<file path="src/rtl/j1708_rx_frame_scheduler.sv">
// Moves received J1708 messages from the rx length/byte FIFOs to the CPU UART.
// Each message is sent as one frame: SOF, LEN, payload, CSUM. Pops and writes are paced.
module j1708_rx_frame_scheduler #(
  parameter int          CLK_FRQ_MHZ     = 26,
  parameter logic [7:0]  SOF_BYTE        = 8'hA5,
  parameter int          MAX_LEN         = 21,
  parameter int          BYTE_TIMEOUT_US = 2000
) (
  input  logic       clk,
  input  logic       rst,
  input  logic       enable,
  input  logic       len_exist,
  output logic       len_read,
  input  logic [7:0] len,
  input  logic       len_valid,
  output logic       byte_read,
  input  logic [7:0] byte_in,
  input  logic       byte_valid,
  input  logic       uart_busy,
  output logic [7:0] uart_data,
  output logic       uart_wr,
  output logic       frame_done,
  output logic       frame_error,
  output logic       busy
);

  localparam int TO_CYC = CLK_FRQ_MHZ * BYTE_TIMEOUT_US;
  localparam int TW     = $clog2(TO_CYC) + 1;

  typedef enum logic [3:0] {
    IDLE, POP_LEN, WAIT_LEN, SEND_SOF, SEND_LEN,
    POP_BYTE, WAIT_BYTE, SEND_BYTE, SEND_CSUM, DISCARD
  } state_t;

  state_t          state_q, state_d;
  logic [7:0]      len_q, len_d;
  logic [7:0]      cnt_q, cnt_d;
  logic [7:0]      sum_q, sum_d;
  logic [7:0]      byte_q, byte_d;
  logic [7:0]      data_q, data_d;
  logic [TW-1:0]   tmo_q, tmo_d;
  logic            len_read_q, len_read_d;
  logic            byte_read_q, byte_read_d;
  logic            guard_q, guard_d;
  logic            pend_q, pend_d;
  logic            wr;
  logic [7:0]      wr_byte;
  logic            done;
  logic            err;
  logic            tx_ok;
  logic            tmo_hit;

  // The cycle after a write is a guard cycle: the UART's busy flag may not yet reflect it.
  assign tx_ok   = ~guard_q & ~uart_busy;
  assign tmo_hit = (tmo_q == TW'(TO_CYC));

  always_comb begin
    state_d     = state_q;
    len_d       = len_q;
    cnt_d       = cnt_q;
    sum_d       = sum_q;
    byte_d      = byte_q;
    tmo_d       = tmo_q;
    pend_d      = pend_q;
    len_read_d  = 1'b0;
    byte_read_d = 1'b0;
    wr          = 1'b0;
    wr_byte     = byte_q;
    done        = 1'b0;
    err         = 1'b0;

    case (state_q)
      IDLE: begin
        if (enable && len_exist) state_d = POP_LEN;
      end
      POP_LEN: begin
        len_read_d = 1'b1;
        tmo_d      = '0;
        state_d    = WAIT_LEN;
      end
      WAIT_LEN: begin
        // Valid is only trusted once the pop strobe itself has gone low.
        if (len_valid && !len_read_q) begin
          len_d  = len;
          sum_d  = len;
          cnt_d  = '0;
          pend_d = 1'b0;
          if (len == 8'd0) begin
            err     = 1'b1;
            state_d = IDLE;
          end else if (len > 8'(MAX_LEN)) begin
            state_d = DISCARD;
          end else begin
            state_d = SEND_SOF;
          end
        end else if (tmo_hit) begin
          err     = 1'b1;
          state_d = IDLE;
        end else begin
          tmo_d = tmo_q + TW'(1);
        end
      end
      SEND_SOF: begin
        wr_byte = SOF_BYTE;
        if (tx_ok) begin
          wr      = 1'b1;
          state_d = SEND_LEN;
        end
      end
      SEND_LEN: begin
        wr_byte = len_q;
        if (tx_ok) begin
          wr      = 1'b1;
          state_d = POP_BYTE;
        end
      end
      POP_BYTE: begin
        byte_read_d = 1'b1;
        tmo_d       = '0;
        state_d     = WAIT_BYTE;
      end
      WAIT_BYTE: begin
        if (byte_valid && !byte_read_q) begin
          byte_d  = byte_in;
          sum_d   = sum_q + byte_in;
          state_d = SEND_BYTE;
        end else if (tmo_hit) begin
          err     = 1'b1;
          state_d = IDLE;
        end else begin
          tmo_d = tmo_q + TW'(1);
        end
      end
      SEND_BYTE: begin
        wr_byte = byte_q;
        if (tx_ok) begin
          wr      = 1'b1;
          cnt_d   = cnt_q + 8'd1;
          state_d = ((cnt_q + 8'd1) == len_q) ? SEND_CSUM : POP_BYTE;
        end
      end
      SEND_CSUM: begin
        wr_byte = ~sum_q + 8'd1;
        if (tx_ok) begin
          wr      = 1'b1;
          done    = 1'b1;
          state_d = IDLE;
        end
      end
      DISCARD: begin
        // Oversize message: drain its bytes one handshake at a time without forwarding.
        if (!pend_q) begin
          if (cnt_q == len_q) begin
            err     = 1'b1;
            state_d = IDLE;
          end else begin
            byte_read_d = 1'b1;
            pend_d      = 1'b1;
            tmo_d       = '0;
          end
        end else if (byte_valid && !byte_read_q) begin
          pend_d = 1'b0;
          cnt_d  = cnt_q + 8'd1;
        end else if (tmo_hit) begin
          err     = 1'b1;
          state_d = IDLE;
        end else begin
          tmo_d = tmo_q + TW'(1);
        end
      end
      default: state_d = IDLE;
    endcase

    guard_d = wr;
    data_d  = wr ? wr_byte : data_q;
  end

  always_ff @(posedge clk or negedge rst) begin
    if (!rst) begin
      state_q     <= IDLE;
      len_q       <= '0;
      cnt_q       <= '0;
      sum_q       <= '0;
      byte_q      <= '0;
      data_q      <= '0;
      tmo_q       <= '0;
      len_read_q  <= 1'b0;
      byte_read_q <= 1'b0;
      guard_q     <= 1'b0;
      pend_q      <= 1'b0;
    end else begin
      state_q     <= state_d;
      len_q       <= len_d;
      cnt_q       <= cnt_d;
      sum_q       <= sum_d;
      byte_q      <= byte_d;
      data_q      <= data_d;
      tmo_q       <= tmo_d;
      len_read_q  <= len_read_d;
      byte_read_q <= byte_read_d;
      guard_q     <= guard_d;
      pend_q      <= pend_d;
    end
  end

  assign len_read    = len_read_q;
  assign byte_read   = byte_read_q;
  assign uart_wr     = wr;
  assign uart_data   = wr ? wr_byte : data_q;
  assign frame_done  = done;
  assign frame_error = err;
  assign busy        = (state_q != IDLE);

endmodule

</file>
<file path="config.mk">
export PLATFORM = sky130hd
export DESIGN_NAME = j1708_rx_frame_scheduler
export DESIGN_NICKNAME = d
export VERILOG_FILES = /design/src/rtl/j1708_rx_frame_scheduler.sv
export SDC_FILE = /design/constraint.sdc
export NUM_CORES = 1
export LEC_CHECK = 0
export ABC_AREA = 1
export BUFFER_PORTS_ARGS = -buffer_cell sky130_fd_sc_hd__buf_2
export CORE_MARGIN = 1.5
export CORE_UTILIZATION = 30
export CTS_CLUSTER_DIAMETER = 50
export CTS_CLUSTER_SIZE = 8
export DETAILED_ROUTE_END_ITERATION = 7
export SYNTH_ARGS = -nofsm -noshare
export SYNTH_HDL_FRONTEND = slang
export SYNTH_SLANG_ARGS = --single-unit
</file>
<file path="constraint.sdc">
create_clock -name clk -period 1.6 [get_ports clk]
set_clock_uncertainty 0.1 [all_clocks]
set_input_delay 0.32 -clock clk [delete_from_list [all_inputs] [get_ports clk]]
set_output_delay 0.32 -clock clk [all_outputs]
set_load 0.01 [all_outputs]
</file>
== Word level (Yosys, flattened, before mapping) ==
Index checks and enable logic that the tools add are counted.
Word-level totals
  bits in registers: 65
  bits in latches: 0
  RAM bits: 0
  bits in read-only memories: 0
  output and inout port bits: 14
  memories kept: 0
Operators by class
  $add $sub $neg: 4
  $mul: 0
  divide/modulo/power cells: 0
  $lt $le $gt $ge: 1
  equal/unequal tests: 25
  shift operators: 0
  muxes and demuxes: 49
  bitwise operators: 4
  reductions and logical operators: 21
Operators by type and width (count)
  $mux 17: 5
  $pmux 17 s4: 1
  $mux 4: 14
  $mux 8: 7
  $pmux 8 s3: 2
  $pmux 4 s10: 1
  $ne 2x2->1 const B: 10
  $add 17x1->17 const B: 1
  $eq 17x16->1 const B: 1
  $add 8x1->8 const B: 2
  $eq 4x3->1 const B: 4
  $eq 8x8->1: 2
  $pmux 8 s2: 1
  $mux 1: 15
  $ne 3x3->1 const B: 3
  $add 8x8->8: 1
  $eq 4x2->1 const B: 2
  $eq 4x4->1 const B: 2
  $gt 8x5->1 const B: 1
  $logic_not 8->1: 1
  $not 8->8: 1
  $reduce_bool 4->1: 2
  $reduce_and 7->1: 1
  $reduce_and 2->1: 3
  14 further kinds: 21

== Longest topological paths before layout ==
  depth in word-level cells: 5
  depth in mapped cells: 13
  gate-level depth less buffers: 13

== Worst setup path before layout ==
OpenSTA, ideal clock, no wires.
  path kind: flip-flop to output port
  start point: reg sum_q[1]
  end point: out uart_data[6]
  arrival: 1.542 ns
  required time: 1.180 ns
  path slack: -0.362 ns
  cell stages (with the launch flop): 11
  path through: dfrtp_1 > inv_1 > ha_1 > nand3_1 > nor2_1 > inv_1 > o21ai_0 > nand3_1 > nand2_1 > a21oi_1 > o21ai_0
On the way
  longest elaborated chain between the ends: 4
RTL lines
  from (decl): RTL line 38  | logic [7:0] sum_q, sum_d;
  from (signal assigned): RTL line 195  | sum_q <= sum_d;
  $not 8->8: RTL line 143  | wr_byte = ~sum_q + 8'd1;
  $add 8x1->8: RTL line 143
  $pmux 8 s3: RTL line 72  | case (state_q)
  $mux 8: RTL line 209  | assign uart_data = wr ? wr_byte : data_q;
  to (decl): RTL line 20  | output logic [7:0] uart_data,
No other way between the ends.

== Worst setup path after layout ==
  start point: reg state_q[1]
  end point: out uart_data[3]
On the way
  longest elaborated chain between the ends: 4
  elaborated cells between the ends (all ways): 8
RTL lines
  from (decl): RTL line 35  | state_t state_q, state_d;
  from (signal assigned): RTL line 192  | state_q <= state_d;
  $eq 4x4->1, or another cell as far along: RTL line 72
  $reduce_or 4->1 (no source line)
  $mux 1
  $mux 8 *: RTL line 209
Every way passes the cells marked *; elsewhere a longest branch is shown, timed or not.

==> flow_summary.json <==
{
  "status": "finished with violations",
  "violations": "negative setup slack",
  "final_util_pct": 50.9,
  "peakVddDrop_uv": 923,
  "dr.pass1.iters": 4,
  "synth_area_um2": 4600,
  "relSlewSlack_pct": 74.4,
  "fin_ws_ps": -750,
  "grt_overflow": 0,
  "die_width_um": 127,
  "grt_max_degree": 66,
  "die_h_um": 127,
  "layout_min_cycle_time_ps": 2350,
  "wire_per_inst_um": 14.7,
  "num_rows": 45,
  "yosysWarnings": 0,
  "cp_slowest_cell": "dfrtp_2",
  "gp_congestion": 0.886,
  "nets": 924,
  "finalSetupViolCount": 72,
  "synth_nets": 691,
  "drive_gt1_share_pct": 44.3,
  "grt_pass1_wl_mm": 24.3,
  "placed_cells": 1028,
  "ys_types": 45,
  "vias": 5248,
  "synth_edf_count": 0,
  "end_kind": "output port",
  "clk-insertion-delay-late_ps": 350,
  "cp_top_family": "flip-flops",
  "fmax_ghz": 0.425,
  "remaining_drc_errors": 0,
  "area_growth_syn_to_layout_pct": 67.0,
  "max_cap_violations": 0,
  "dp_hpwl_mm": 10.6,
  "crit_chain": "nor2_4 -> nand2_4 -> nand3_4 -> clkinvlp_4 -> buf_12 -> a21oi_2 -> a31oi_4 -> buf_2",
  "core_area_um2": 15100,
  "max_stage_delay_ps": 440,
  "power_uw": 14500,
  "synth_area_leader_cell": "dfrtp_1",
  "antenna_found_initial": 0,
  "cp_num_buf_inv": 3,
  "ys_seq_area_share_pct": 35.4,
  "final_cells": 1082,
  "synth.most_common_cell": "nand2_1",
  "crit_path_start_kind": "flop",
  "worst_pin_slew_ps": 384,
  "ant_nets": 0,
  "ys_top_cells_by_count": "nand2_1, inv_1, dfrtp_1, nor2_1, nand3_1",
  "min_period_over_period_pct": 147,
  "hp-class": "in -> reg",
  "clk_pin_slew_worst_paths_ps": 60,
  "rsz0062_at_grt": "true",
  "port_buffers": 36,
  "yosysTopAreaCellShare_pct": 35.4,
  "via_per_inst": 4.85,
  "ys.flop_type": "dfrtp_1",
  "syn_area_per_cell_um2": 7.01,
  "crit_required_ps": 1180,
  "synth_seq_cells": 65,
  "p_leak_uw": 0.00374,
  "cts_tree": "yes",
  "n_antenna_cell": 0,
  "setup_tns_ps": -29510,
  "finalHoldViolations": 0,
  "wirelength_mm": 15.9,
  "cts-buffers-inserted": 9,
  "drt_iter0_drc": 327,
  "async_reset_ff_share_pct": 100,
  "synth_area_leaders": "dfrtp_1, nand2_1, inv_1",
  "n_fill_cell": 1410,
  "start_util_pct": 30.5,
  "die_area_um2": 16100,
  "clock-sinks": 65,
  "slew_violations": 0,
  "ioPinCount": 37,
  "path_max_fanout": 7,
  "clockRootBuffer": "clkbuf_16",
  "worst-setup-path-type": "reg -> out",
  "worstPathArrival_ps": 1930,
  "syn_inst": 656,
  "grt_usage_pct": 19.2,
  "cts_buffer_depth": 2,
  "htreeDepth": 3,
  "powerDensity_nw_per_um2": 1880,
  "preCtsSetupSlack_ps": -423,
  "grt_pass1_vias": 4935
}
-- layer usage --
metal | GRT usage, % | share of wire, %
met5 | 0 | 0
met4 | 8.36 | 2.8
met3 | 2.74 | 4.0
met2 | 32.0 | 49
met1 | 24.7 | 44
-- stage by stage --
stage | cell area (um^2) | hold WS (ps)
floorplan | 4850 | -75.6
global placement | 6420 | 277
detailed placement | 6420 | 269
CTS | 7180 | 107
global route | 7680 | 123
finish | 7680 | 119
-- registers in the layout, indices dropped and copies added, names as in the netlist --
register   flops
len_q          8
state_q        4
byte_q         8
byte_read      1
guard_q        1
sum_q          8
data_q         8
len_read       1
pend_q         1
tmo_q         17
cnt_q          8
-- placed cells by master, fill, tap and decap left out, drive strengths merged, types with 14 or more instances in the layout --
master  Yosys  final
o21ai      60     60
buf         9    226
inv        80     80
nand3      55     55
dfrtp      65     65
nor2       65     65
nand2     203    206
nor3       14     14
a21oi      22     22
xor2       15     15
nand4      15     15
-- power by group --
group,switching [uW],internal [uW],total (uW)
clock network,785,1560,2350
logic,4810,4420,9230
registers,583,2320,2900
total,6180,8300,14500
-- worst reg2reg max path: stages, from the launching register on --
cell and delay, ps:
dfrtp_2 410, buf_6 160, inv_4 50, nor2_4 200
buf_6 130, buf_6 80, buf_6 80, buf_6 80
buf_8 110, nand2_4 60, nand3_4 110, buf_12 170
nand2_8 100, buf_6 140, nand2_2 60, nand3_2 80
o21ai_2 60
-- path summary, 6_finish.rpt --
kind	slack (ps)	start	end	depth (start not counted)
max in group asynchronous	650	rst	state_q[3]	3
worst max register to register	-650	state_q[0]	tmo_q[15]	16
worst max-delay path	-750	state_q[1]	uart_data[3]	8
worst min-delay path	120	byte_in[5]	byte_q[5]	3
min in group asynchronous	400	rst	tmo_q[10]	3
worst min register to register	380	data_q[0]	data_q[0]	2
-- cell type report --
cell class / instances / area (um^2) / area share (%)
Clock buffer: 11 / 243 / 3.16
Multi-Input combinational cell: 502 / 3240 / 42.2
Sequential cell: 65 / 1630 / 21.2
Tap cell: 188 / 235 / 3.06
Timing Repair inverter: 1 / 11.3 / 0.147
Inverter: 82 / 349 / 4.55
Clock inverter: 5 / 103 / 1.34
Timing Repair Buffer: 228 / 1870 / 24.3
-- logic make-up (layout without fill, tap and decap cells) --
| family | Yosys count | count (layout) | synth area share (%) |
|---|---|---|---|
| AO/OA/AOI/OAI | 106 | 106 | 13.2 |
| XOR/XNOR | 21 | 21 | 4.00 |
| adder cells (fa/ha/maj) | 12 | 12 | 3.43 |
| buffers and inverters | 93 | 327 | 8.54 |
| flip-flops | 65 | 65 | 35.4 |
| AND/OR/NAND/NOR | 359 | 363 | 35.5 |
-- timing repair --
action                     in CTS  in global routing
hold endpoints to repair       65                  0
pin swaps                      21                 28
gates cloned                    3                  4
setup endpoints to repair      73                 75
resized for setup              75                 82
hold buffers                    1                  0
setup buffers                  14                 19
No activity file was read; power rests on OpenSTA's default activity.
